## src/rtl/alu_sequencer_if.sv

```systemverilog
// ============================================================================
// Module : alu_sequencer_if
// Brief  : Instruction handshake and ALU/register-file control bundle.
// Rev    : 1.0
// ============================================================================
`default_nettype none

interface alu_sequencer_if #(
  parameter int WIDTH   = 16,
  parameter int NUMREGS = 16
);
  localparam int AW = $clog2(NUMREGS);

  logic             instrValid;
  logic [WIDTH-1:0] instrIn;
  logic             instrReady;
  logic [4:0]       aluConds;
  logic [7:0]       aluOp;
  logic [AW-1:0]    srcAddr;
  logic [AW-1:0]    dstAddr;
  logic [WIDTH-1:0] immOut;
  logic             immSel;
  logic             writeEn;
  logic [4:0]       psr;
  logic             done;
  logic             illegal;

  // Instruction source / datapath side
  modport master (
    output instrValid, instrIn, aluConds,
    input  instrReady, aluOp, srcAddr, dstAddr, immOut, immSel,
           writeEn, psr, done, illegal
  );

  // Sequencer side
  modport slave (
    input  instrValid, instrIn, aluConds,
    output instrReady, aluOp, srcAddr, dstAddr, immOut, immSel,
           writeEn, psr, done, illegal
  );
endinterface

`default_nettype wire

```

## src/rtl/alu_sequencer.sv

```systemverilog
// ============================================================================
// Module : alu_sequencer
// Brief  : Four-state instruction sequencer driving ALU and register-file control.
// Rev    : 1.0
// ============================================================================
`default_nettype none

module alu_sequencer #(
  parameter int WIDTH   = 16,
  parameter int NUMREGS = 16
) (
  input  wire               clk,
  input  wire               reset,
  alu_sequencer_if.slave    bus
);

  typedef enum logic [1:0] {
    IDLE   = 2'd0,
    DECODE = 2'd1,
    EXEC   = 2'd2,
    WB     = 2'd3
  } state_t;

  state_t r_state;
  logic   r_legal;
  logic   r_noWrite;

  logic [3:0]       w_opcode;
  logic [3:0]       w_ext;
  logic [7:0]       w_imm;
  logic [7:0]       w_aluOp;
  logic             w_immSel;
  logic [WIDTH-1:0] w_immOut;
  logic             w_legal;
  logic             w_noWrite;

  assign w_opcode = bus.instrIn[15:12];
  assign w_ext    = bus.instrIn[7:4];
  assign w_imm    = bus.instrIn[7:0];

  // Decode straight from the input word so the control outputs are already
  // registered and stable for the whole DECODE state.
  always_comb begin
    w_aluOp   = 8'h00;
    w_immSel  = 1'b0;
    w_immOut  = '0;
    w_legal   = 1'b0;
    w_noWrite = 1'b0;
    case (w_opcode)
      4'b0000: begin
        w_aluOp   = {w_ext, 4'b0000};
        w_noWrite = (w_ext == 4'b1011);
        case (w_ext)
          4'b0001, 4'b0010, 4'b0011, 4'b0101,
          4'b0110, 4'b1001, 4'b1011: w_legal = 1'b1;
          default:                   w_legal = 1'b0;
        endcase
      end
      4'b1000: begin
        w_aluOp = {4'b1000, w_ext};
        case (w_ext)
          4'b0000, 4'b0010, 4'b1000, 4'b0111: w_legal = 1'b1;
          default:                            w_legal = 1'b0;
        endcase
      end
      4'b0001, 4'b0010, 4'b0011: begin
        w_aluOp  = {w_opcode, 4'b0000};
        w_immSel = 1'b1;
        w_immOut = {{(WIDTH-8){1'b0}}, w_imm};
        w_legal  = 1'b1;
      end
      4'b0101, 4'b0110, 4'b1001, 4'b1011: begin
        w_aluOp   = {w_opcode, 4'b0000};
        w_immSel  = 1'b1;
        w_immOut  = {{(WIDTH-8){w_imm[7]}}, w_imm};
        w_legal   = 1'b1;
        w_noWrite = (w_opcode == 4'b1011);
      end
      default: w_legal = 1'b0;
    endcase
  end

  always_ff @(posedge clk) begin
    if (!reset) begin
      r_state        <= IDLE;
      r_legal        <= 1'b0;
      r_noWrite      <= 1'b0;
      bus.instrReady <= 1'b1;
      bus.writeEn    <= 1'b0;
      bus.done       <= 1'b0;
      bus.illegal    <= 1'b0;
      bus.psr        <= 5'b0;
      bus.aluOp      <= 8'h00;
      bus.srcAddr    <= '0;
      bus.dstAddr    <= '0;
      bus.immSel     <= 1'b0;
      bus.immOut     <= '0;
    end else begin
      case (r_state)
        IDLE: begin
          if (bus.instrValid) begin
            r_state        <= DECODE;
            bus.instrReady <= 1'b0;
            bus.dstAddr    <= bus.instrIn[11:8];
            bus.srcAddr    <= bus.instrIn[3:0];
            bus.aluOp      <= w_aluOp;
            bus.immSel     <= w_immSel;
            bus.immOut     <= w_immOut;
            r_legal        <= w_legal;
            r_noWrite      <= w_noWrite;
          end
        end
        DECODE: r_state <= EXEC;
        EXEC: begin
          r_state     <= WB;
          if (r_legal) begin
            bus.psr <= bus.aluConds;
          end
          bus.writeEn <= r_legal && !r_noWrite;
          bus.done    <= 1'b1;
          bus.illegal <= !r_legal;
        end
        WB: begin
          r_state        <= IDLE;
          bus.writeEn    <= 1'b0;
          bus.done       <= 1'b0;
          bus.illegal    <= 1'b0;
          bus.instrReady <= 1'b1;
        end
        default: r_state <= IDLE;
      endcase
    end
  end

endmodule

`default_nettype wire

```

## src/flat_wrapper.sv

```systemverilog
// flat-port wrapper written by rule: the top's interface ports become plain ports
module alu_sequencer_flat 
#(
  parameter int WIDTH   = 16,
  parameter int NUMREGS = 16
)
  (clk, reset, bus_instrValid, bus_instrIn, bus_aluConds, bus_instrReady, bus_aluOp, bus_srcAddr, bus_dstAddr, bus_immOut, bus_immSel, bus_writeEn, bus_psr, bus_done, bus_illegal);
  alu_sequencer_if #(.WIDTH(WIDTH), .NUMREGS(NUMREGS)) bus_i ();
  input  wire clk;
  input  wire reset;
  input wire logic [$bits(bus_i.instrValid)-1:0] bus_instrValid;
  input wire logic [$bits(bus_i.instrIn)-1:0] bus_instrIn;
  input wire logic [$bits(bus_i.aluConds)-1:0] bus_aluConds;
  output wire logic [$bits(bus_i.instrReady)-1:0] bus_instrReady;
  output wire logic [$bits(bus_i.aluOp)-1:0] bus_aluOp;
  output wire logic [$bits(bus_i.srcAddr)-1:0] bus_srcAddr;
  output wire logic [$bits(bus_i.dstAddr)-1:0] bus_dstAddr;
  output wire logic [$bits(bus_i.immOut)-1:0] bus_immOut;
  output wire logic [$bits(bus_i.immSel)-1:0] bus_immSel;
  output wire logic [$bits(bus_i.writeEn)-1:0] bus_writeEn;
  output wire logic [$bits(bus_i.psr)-1:0] bus_psr;
  output wire logic [$bits(bus_i.done)-1:0] bus_done;
  output wire logic [$bits(bus_i.illegal)-1:0] bus_illegal;
  assign bus_i.instrValid = bus_instrValid;
  assign bus_i.instrIn = bus_instrIn;
  assign bus_i.aluConds = bus_aluConds;
  assign bus_instrReady = bus_i.instrReady;
  assign bus_aluOp = bus_i.aluOp;
  assign bus_srcAddr = bus_i.srcAddr;
  assign bus_dstAddr = bus_i.dstAddr;
  assign bus_immOut = bus_i.immOut;
  assign bus_immSel = bus_i.immSel;
  assign bus_writeEn = bus_i.writeEn;
  assign bus_psr = bus_i.psr;
  assign bus_done = bus_i.done;
  assign bus_illegal = bus_i.illegal;
  alu_sequencer #(.WIDTH(WIDTH), .NUMREGS(NUMREGS)) u_core (.clk(clk), .reset(reset), .bus(bus_i));
endmodule
```

## config.mk

```make
export PLATFORM = sky130hd
export DESIGN_NAME = alu_sequencer_flat
export DESIGN_NICKNAME = d
export VERILOG_FILES = /design/src/rtl/alu_sequencer_if.sv /design/src/rtl/alu_sequencer.sv /design/src/flat_wrapper.sv
export SDC_FILE = /design/constraint.sdc
export NUM_CORES = 1
export LEC_CHECK = 0
export CAP_MARGIN = 20
export CELL_PAD_IN_SITES_DETAIL_PLACEMENT = 1
export CELL_PAD_IN_SITES_GLOBAL_PLACEMENT = 1
export CORE_MARGIN = 2
export CORE_UTILIZATION = 33
export DETAILED_ROUTE_END_ITERATION = 10
export PLACE_DENSITY_LB_ADDON = 0.3
export SLEW_MARGIN = 20
export SYNTH_ARGS = -nofsm -noshare
export SYNTH_HDL_FRONTEND = slang
export SYNTH_SLANG_ARGS = --single-unit
```

## constraint.sdc

```tcl
create_clock -name clk -period 1.74 [get_ports clk]
set_clock_uncertainty 0.15 [all_clocks]
set_input_delay 0.174 -clock clk [delete_from_list [all_inputs] [get_ports clk]]
set_output_delay 0.174 -clock clk [all_outputs]
set_load 0.01 [all_outputs]
```

Word-level counts from Yosys, hierarchy flattened:

Index checks and enable logic that the tools add are counted.

* equality and inequality tests: 21
* multiplexer cells: 14
* reductions and logical operators: 16

Operators by type and width (count)
* $pmux W16 S2: 1
* $eq A4 B4 Y1 const B: 6
* $pmux W8 S3: 1
* $eq A4 B3 Y1 const B: 5
* $eq A4 B2 Y1 const B: 4
* $reduce_or A7 Y1: 2
* $pmux W1 S2: 5
* $eq A4 B1 Y1 const B: 2
* $logic_not A4 Y1: 2
* $pmux W2 S4: 1
* $reduce_or A4 Y1: 2
* $reduce_and A2 Y1: 3
* $eq A2 B2 Y1 const B: 2
* $mux W1: 4
* $reduce_bool A2 Y1: 2
* $pmux W1 S3: 1
* $reduce_or A3 Y1: 1
* $eq A2 B1 Y1 const B: 1
* $logic_not A1 Y1: 2
* $logic_not A2 Y1: 1
* $mux W2: 1
* $ne A2 B2 Y1 const B: 1
* $logic_and A1 B1 Y1: 1

* flip-flop bits (word level): 46
* input bits: 24
* output and inout port bits: 42
* logic and storage cells: 64

Depth between registers and ports, before layout:

Gate-level depths: netlist (run 1).

* word-level depth: 4
* mapped depth: 7

Worst setup path before layout (run 1):

No wires, ideal clock.

* path type: register to register
* from: reg u_core.r_state[0]
* to: reg u_core.bus.aluOp[5]
* arrival time: 1.305 ns
* required time: 1.474 ns
* setup slack: 0.168 ns
* stages on the path, launching flop included: 7
* cell sequence: dfxtp_1 inv_1 ha_1 and2_0 buf_2 o221ai_1 o211a_1

* longest elaborated chain between the ends: 2

RTL lines
* start, declared: RTL line alu_sequencer.sv:24 `state_t r_state;`
* start signal, assigned: RTL line alu_sequencer.sv:85 `r_state <= IDLE;`
* start signal, assigned: RTL line alu_sequencer.sv:102 `r_state <= DECODE;`
* start signal, assigned: RTL line alu_sequencer.sv:113 `DECODE: r_state <= EXEC;`
* $logic_not A2 Y1: RTL line alu_sequencer.sv:99 `case (r_state)`
* $reduce_and A2 Y1 (no source line)
* end signal, assigned: RTL line alu_sequencer.sv:106 `bus.aluOp <= w_aluOp;`
* end, declared: RTL line alu_sequencer_if.sv:38 `output instrReady, aluOp, srcAddr, dstAddr, immOut, immSel,`

Every way passes these cells.
A chain may end at the register's enable or synchronous reset.

Worst setup path in the final report (run 1):

* from: in bus_instrIn[12]
* to: reg u_core.bus.aluOp[6]

* longest elaborated chain between the ends: 3
* elaborated cells on any way between the ends: 11
* those cells by class: eq/ne (8); mux (1); reduce/logical (2)

RTL lines
* start, declared: RTL line flat_wrapper.sv:12 `input wire logic [$bits(bus_i.instrIn)-1:0] bus_instrIn;`
* $eq A4 B1 Y1, or another cell as far along: RTL line alu_sequencer.sv:49 `case (w_opcode)`
* $reduce_or A7 Y1 (no source line)
* $pmux W8 S3 *: RTL line alu_sequencer.sv:49

Mark *: on every way between the ends. The rest lies on a longest branch, timed or not.

==> metrics.cfg, run 1 <==
[status]
status = completed

[floorplan]
die_w_um = 80.0
die_h_um = 80.0
rows = 27
pin_count = 66
initial_core_util_pct = 34.4
core_area_um2 = 5540
dieArea_um2 = 6400

[cts]
cts_root_buf = clkbuf_8
htreeDepth = 2
clock_latency_ns = 0.29
cts_tree = yes
cts_buffers = 5
clk_path_buf_depth = 2
cts.sinks = 39
cts_hold_buffers = 0
clkTransAtPathRegs_ns = 0.08
cts.repair_timing.setup_buffer_count = 0

[logic_synthesis]
synth_seq_cells = 39
async_flop_share_pct = 0
synthCells = 210
netlist_area_um2 = 1910
synth_ff_type = dfxtp_1
ys_top_cells_by_area = dfxtp_1, nand2_1, a21boi_0
syn_area_per_cell_um2 = 9.08
yosys.area.top_type = dfxtp_1
syn-num-nets = 237
synth_edf_count = 0
synth_cell_types = 44
synth_top_area_share_pct = 40.9
yosysWarnings = 0
synth_seq_area_share_pct = 40.9

[worst_setup_path]
reg2reg_to = u_core.r_legal
cp.required_ns = 1.82
crit_arrival_ns = 1.71
critical-path-max-stage-delay_ns = 0.53
cp-end-kind = flip-flop
start_kind = input port
crit_chain = clkdlybuf4s50_1 -> buf_4 -> or4b_1 -> o21ai_1 -> a22o_1 -> and2_1
criticalPathCategory = input port to flip-flop
r2r_setup_slack_ns = 0.18
rr_worst_depth = 6
r2r_start = u_core.r_state[0]
path_max_fanout = 9
slowest_stage = clkdlybuf4s50_1

[cells_and_area]
nets = 310
final_common_cell = clkdlybuf4s50_1
utilization_pct = 51.2
num-fill-cells = 660
multi_input_area_um2 = 955
most-common-layout-cells = clkdlybuf4s50_1, dfxtp_1, nand2_1
finalInstanceArea_um2 = 2840
diodes = 0
synthToLayoutAreaGrowth_pct = 48.7
drive_gt1_share_pct = 19.8
area.sequential_um2 = 782

[placed_design]
dp_hpwl_um = 3590
portBuffers = 65
place_congestion = 0.772
place_area_um2 = 2720

[detailed_routing]
num_vias = 1699
wl_per_cell_um = 13.9
postRouteAntennaNets = 0
viasPerCell = 4.79
dr.pass1.iters = 4
drc = 0
drtIter0Drc = 66
drt-total-wl_um = 4940

[timing]
setup_tns_ns = 0
period_needed_ns = 1.63
final-hold-violation-count = 0
rsz0062_at_grt = no
min_period_over_period_pct = 93.7
maxSlewViolCount = 0
setup_viol = 0
max_freq_mhz = 613
worst_pin_slew_ns = 0.312
slew_headroom_pct = 79.2

[min_path]
hold_end = u_core.bus.dstAddr[1]
worstHoldStart = bus_instrIn[9]
hold_path_class = input port to flip-flop
holdPathStages = 3

[grt]
gr-usage-met1_pct = 20.5
use_met3_pct = 4.19
grt_pass1_vias = 1699
grt_first_pass_wirelength_um = 8180
grt.total_usage_pct = 16.5
busiest_layer = met2
antenna_found_initial = 0
grt_overflow = 0
grt_use_met2_pct = 26.9
grt_max_degree = 38

[job]
maxCapViolations = 0

[pwr]
power_density_nw_per_um2 = 1090
p_leak_nw = 1.05
ir_drop_mv = 0.512

stage by stage:
step                setup slack, ns  power (mW)  hold slack [ns]  cells
floorplan                     0.168        1.79            0.161    210
CTS                          0.0160        3.12            0.291    355
global placement             -0.144        2.35            0.291    348
finish                        0.109        3.09            0.294    355
global route                 0.0210        3.31            0.317    355
detailed placement           -0.182        2.37            0.302    348
synthesized netlist by cell type (all sizes together), types with 2 or more instances:
cell type	n
and2	4
clkbuf	7
a21boi	21
nor2b	7
a21oi	7
o221ai	2
ha	3
buf	18
a22oi	5
o211a	2
nand2b	3
dfxtp	39
inv	5
nand3	13
o21ai	5
nand2	34
mux2i	2
a22o	2
nor2	14
repair_timing:
action,in CTS,in global routing
endpoints found under the hold margin,0,0
endpoints found under the setup margin,3,23
gates resized for setup,1,5
routing by layer:
layer / share of wire [%] / wire, µm
met2: 49 / 2400
met4: 1.6 / 79
met5: 0 / 0
met3: 4.8 / 237
met1: 45 / 2220
sequential cells by signal, indices dropped and copies added (netlist names), 2 cells and up:
signal              count
u_core.bus.psr          5
u_core.bus.aluOp        8
u_core.r_state          2
u_core.bus.srcAddr      4
u_core.bus.immOut       9
u_core.bus.dstAddr      4
worst max-delay path, delay by kind of cell:
kind,cells,cell delay (ns)
buf+inv,2,0.75
simple gates,2,0.57
compound gates,2,0.22
area by class of cell:
class / count / area share (%)
clock buffers: 6 / 2.56
clock inverters: 1 / 1.06
inverters: 5 / 0.662
multi-input cells: 141 / 33.7
flip-flops and latches: 39 / 27.6
well taps: 72 / 3.18
repair buffers: 91 / 31.3
logic make-up (layout without fill, tap and decap cells):
kind of cell	Yosys count	after routing	synth area share, %
compound gates	52	52	21.3
fa+ha+maj	3	3	1.97
buf+inv	30	103	9.45
flops	39	39	40.9
mux	2	2	1.05
xor+xnor	1	1	1.44
simple gates	83	83	23.9
where the power goes:
part           total (mW)  internal [mW]  switching, mW
logic                1.23          0.635          0.594
clock network       0.727          0.420          0.306
registers            1.14           1.04         0.0928
worst max path at each step:
| stage | start | endpoint | slack (ns) | depth (start not counted) |
|---|---|---|---|---|
| 3_5_place_dp | bus_instrIn[12] | u_core.bus.aluOp[6] | -0.18 | 6 |
| 4_1_cts | u_core.bus.immOut[14] | bus_immOut[11] | 0.02 | 1 |
| 5_1_grt | bus_instrIn[12] | u_core.bus.aluOp[6] | 0.02 | 6 |
| 2_1_floorplan | u_core.r_state[0] | u_core.bus.aluOp[5] | 0.17 | 6 |
| 3_3_place_gp | bus_instrIn[12] | u_core.bus.aluOp[6] | -0.14 | 6 |
| 6_report | bus_instrIn[12] | u_core.bus.aluOp[6] | 0.11 | 6 |
Power figures use the tool's default switching activity.
==> run 2: changes to the inputs <==
--- a/config.mk
+++ b/config.mk
@@ -9,9 +9,10 @@
 export CELL_PAD_IN_SITES_DETAIL_PLACEMENT = 1
 export CELL_PAD_IN_SITES_GLOBAL_PLACEMENT = 1
 export CORE_MARGIN = 2
-export CORE_UTILIZATION = 33
+export CORE_UTILIZATION = 35
 export DETAILED_ROUTE_END_ITERATION = 10
 export PLACE_DENSITY_LB_ADDON = 0.3
+export RECOVER_POWER = 25
 export SLEW_MARGIN = 20
 export SYNTH_ARGS = -nofsm -noshare
 export SYNTH_HDL_FRONTEND = slang
==> constraint.sdc (replaced) <==
create_clock -name clk -period 2 [get_ports clk]
set_clock_uncertainty 0.15 [all_clocks]
set_input_delay 0.2 -clock clk [delete_from_list [all_inputs] [get_ports clk]]
set_output_delay 0.2 -clock clk [all_outputs]
set_load 0.01 [all_outputs]
==> run 2 against run 1 <==
Effect of this change:
- combinational power shrank 21%
- utilization grew 0.79 points
- flip-flop and latch count is the same
- non-clock buffer count shrank 13
- global-route usage grew 0.28 points
- hold slack gained 0.012 ns
- power shrank 20%
- largest power group is now sequential cells
- cell area shrank 5.2%
- cell count shrank 3.9%
- first-iteration DRC count shrank 26%
==> metrics.cfg, run 2 (synthesis results as in run 1) <==
[cts]
clk_path_buf_depth = 2
cts_root_buf = clkbuf_8
cts_resized = 0
cts_buffers = 5
htreeDepth = 2
cts.repair_timing.setup_buffer_count = 0
cts_hold_buffers = 0
clkTransAtPathRegs_ns = 0.08
clock_latency_ns = 0.29
cts_tree = yes
cts.sinks = 39

[worst_setup_path]
reg2reg_to = u_core.bus.srcAddr[2]
criticalPathCategory = flip-flop to flip-flop
cp-end-kind = flip-flop
r2r_setup_slack_ns = 0.23
rr_worst_depth = 6
r2r_start = u_core.r_state[0]
cp.required_ns = 2.06
start_kind = flip-flop
crit_end = u_core.bus.srcAddr[2]
path_max_fanout = 19
worstSetupStartpoint = u_core.r_state[0]
crit_arrival_ns = 1.83

[floorplan]
die_h_um = 77.8
die_w_um = 77.8
initial_core_util_pct = 36.9
pin_count = 66
rows = 26
dieArea_um2 = 6050
core_area_um2 = 5170

[pwr]
p_sw_share_pct = 34.5
pwr-share-clk_pct = 20.9
power_density_nw_per_um2 = 923
p_comb_share_pct = 38.9
p_sw_uw = 856
ir_drop_mv = 0.442
p_leak_nw = 1.02
power.internal_mw = 1.63
seqPwrFrac_pct = 40.1

[detailed_routing]
num_vias = 1667
drt-total-wl_um = 4880
dr.pass1.iters = 4
viasPerCell = 4.89
drc = 0
postRouteAntennaNets = 0
wl_per_cell_um = 14.3
drtIter0Drc = 49

[grt]
grt_overflow = 0
grt_max_degree = 38
antenna_found_initial = 0
grt_first_pass_wirelength_um = 8120
grt_pass1_vias = 1688
grt.total_usage_pct = 16.8

[min_path]
hold_path_class = flip-flop to flip-flop

[cells_and_area]
finalInstanceArea_um2 = 2690
drive_gt1_share_pct = 14.8
top_regs = u_core.bus.immOut (9), u_core.bus.aluOp (8), u_core.bus.psr (5)
most-common-layout-cells = clkdlybuf4s50_1, dfxtp_1, nand2_1
diodes = 0
top_register = u_core.bus.immOut
synthToLayoutAreaGrowth_pct = 40.9
final_common_cell = clkdlybuf4s50_1
area.sequential_um2 = 781
num-fill-cells = 603
nets = 297
multi_input_area_um2 = 946
largest_reg_flops = 9

[placed_design]
place_congestion = 0.860
portBuffers = 65
dp_hpwl_um = 3560
place_area_um2 = 2610

[status]
status = completed

[timing]
setup_tns_ns = 0
min_period_over_period_pct = 88.5
rsz0062_at_grt = no
hold_ws_ns = 0.307
slew_headroom_pct = 72.0
final-hold-violation-count = 0
maxSlewViolCount = 0
period_needed_ns = 1.77
max_freq_mhz = 565
worst_pin_slew_ns = 0.420
setup_viol = 0

[job]
maxCapViolations = 0

[run 2: stage by stage]
step	setup WS, ns	utilization, %	instances	total power [mW]
final	0.229	52.0	341	2.48
after global routing	0.0479	52.0	341	2.67
after CTS	0.198	52.0	341	2.54
after detailed placement	0.0138	50.4	333	2.02
after global placement	0.0593	50.4	333	1.99
after floorplan	0.428	-	210	1.56
[run 2: layer usage]
layer	track usage, %	vias to the layer above	part of all wire (%)
met2	26.9	50	45
met1	19.9	783	44
met3	7.79	6	9.1
li1	-	828	-
met4	5.36	0	1.1
met5	0	-	0
[run 2: worst min-delay path by stage]
stage                         start                   end  slack [ns]  depth (start not counted)
4_1_cts        u_core.bus.immOut[6]  u_core.bus.immOut[6]        0.31                          2
3_5_place_dp   u_core.bus.immOut[6]  u_core.bus.immOut[6]        0.30                          2
3_3_place_gp   u_core.bus.immOut[0]  u_core.bus.immOut[0]        0.30                          2
5_1_grt             bus_aluConds[0]     u_core.bus.psr[0]        0.33                          3
2_1_floorplan        bus_instrIn[0]  u_core.bus.immOut[0]        0.19                          2
6_report       u_core.bus.immOut[6]  u_core.bus.immOut[6]        0.31                          2
[run 2: final cells by class]
| cell class | instances | area share [%] |
|---|---|---|
| repair buffers | 78 | 28.8 |
| inverters | 5 | 0.698 |
| multi-input cells | 141 | 35.2 |
| clock inverters | 1 | 0.186 |
| flip-flops and latches | 39 | 29.1 |
| clock buffers | 7 | 2.84 |
| well taps | 70 | 3.26 |
[run 2: power by group through the flow]
stage | clock [mW] | combinational (mW) | sequential (mW)
3_5_place_dp | 0 | 0.998 | 1.02
6_report | 0.519 | 0.966 | 0.996
5_1_grt | 0.580 | 1.07 | 1.01
3_3_place_gp | 0 | 0.972 | 1.01
2_1_floorplan | 0 | 0.520 | 1.04
4_1_cts | 0.539 | 1.00 | 1.00
[run 2: worst max-delay path: stages (launching register included)]
cell	delay [ns]
dfxtp_1	0.36
inv_1	0.08
ha_1	0.26
nand2_2	0.34
buf_4	0.27
nand2_1	0.07
a21boi_0	0.17
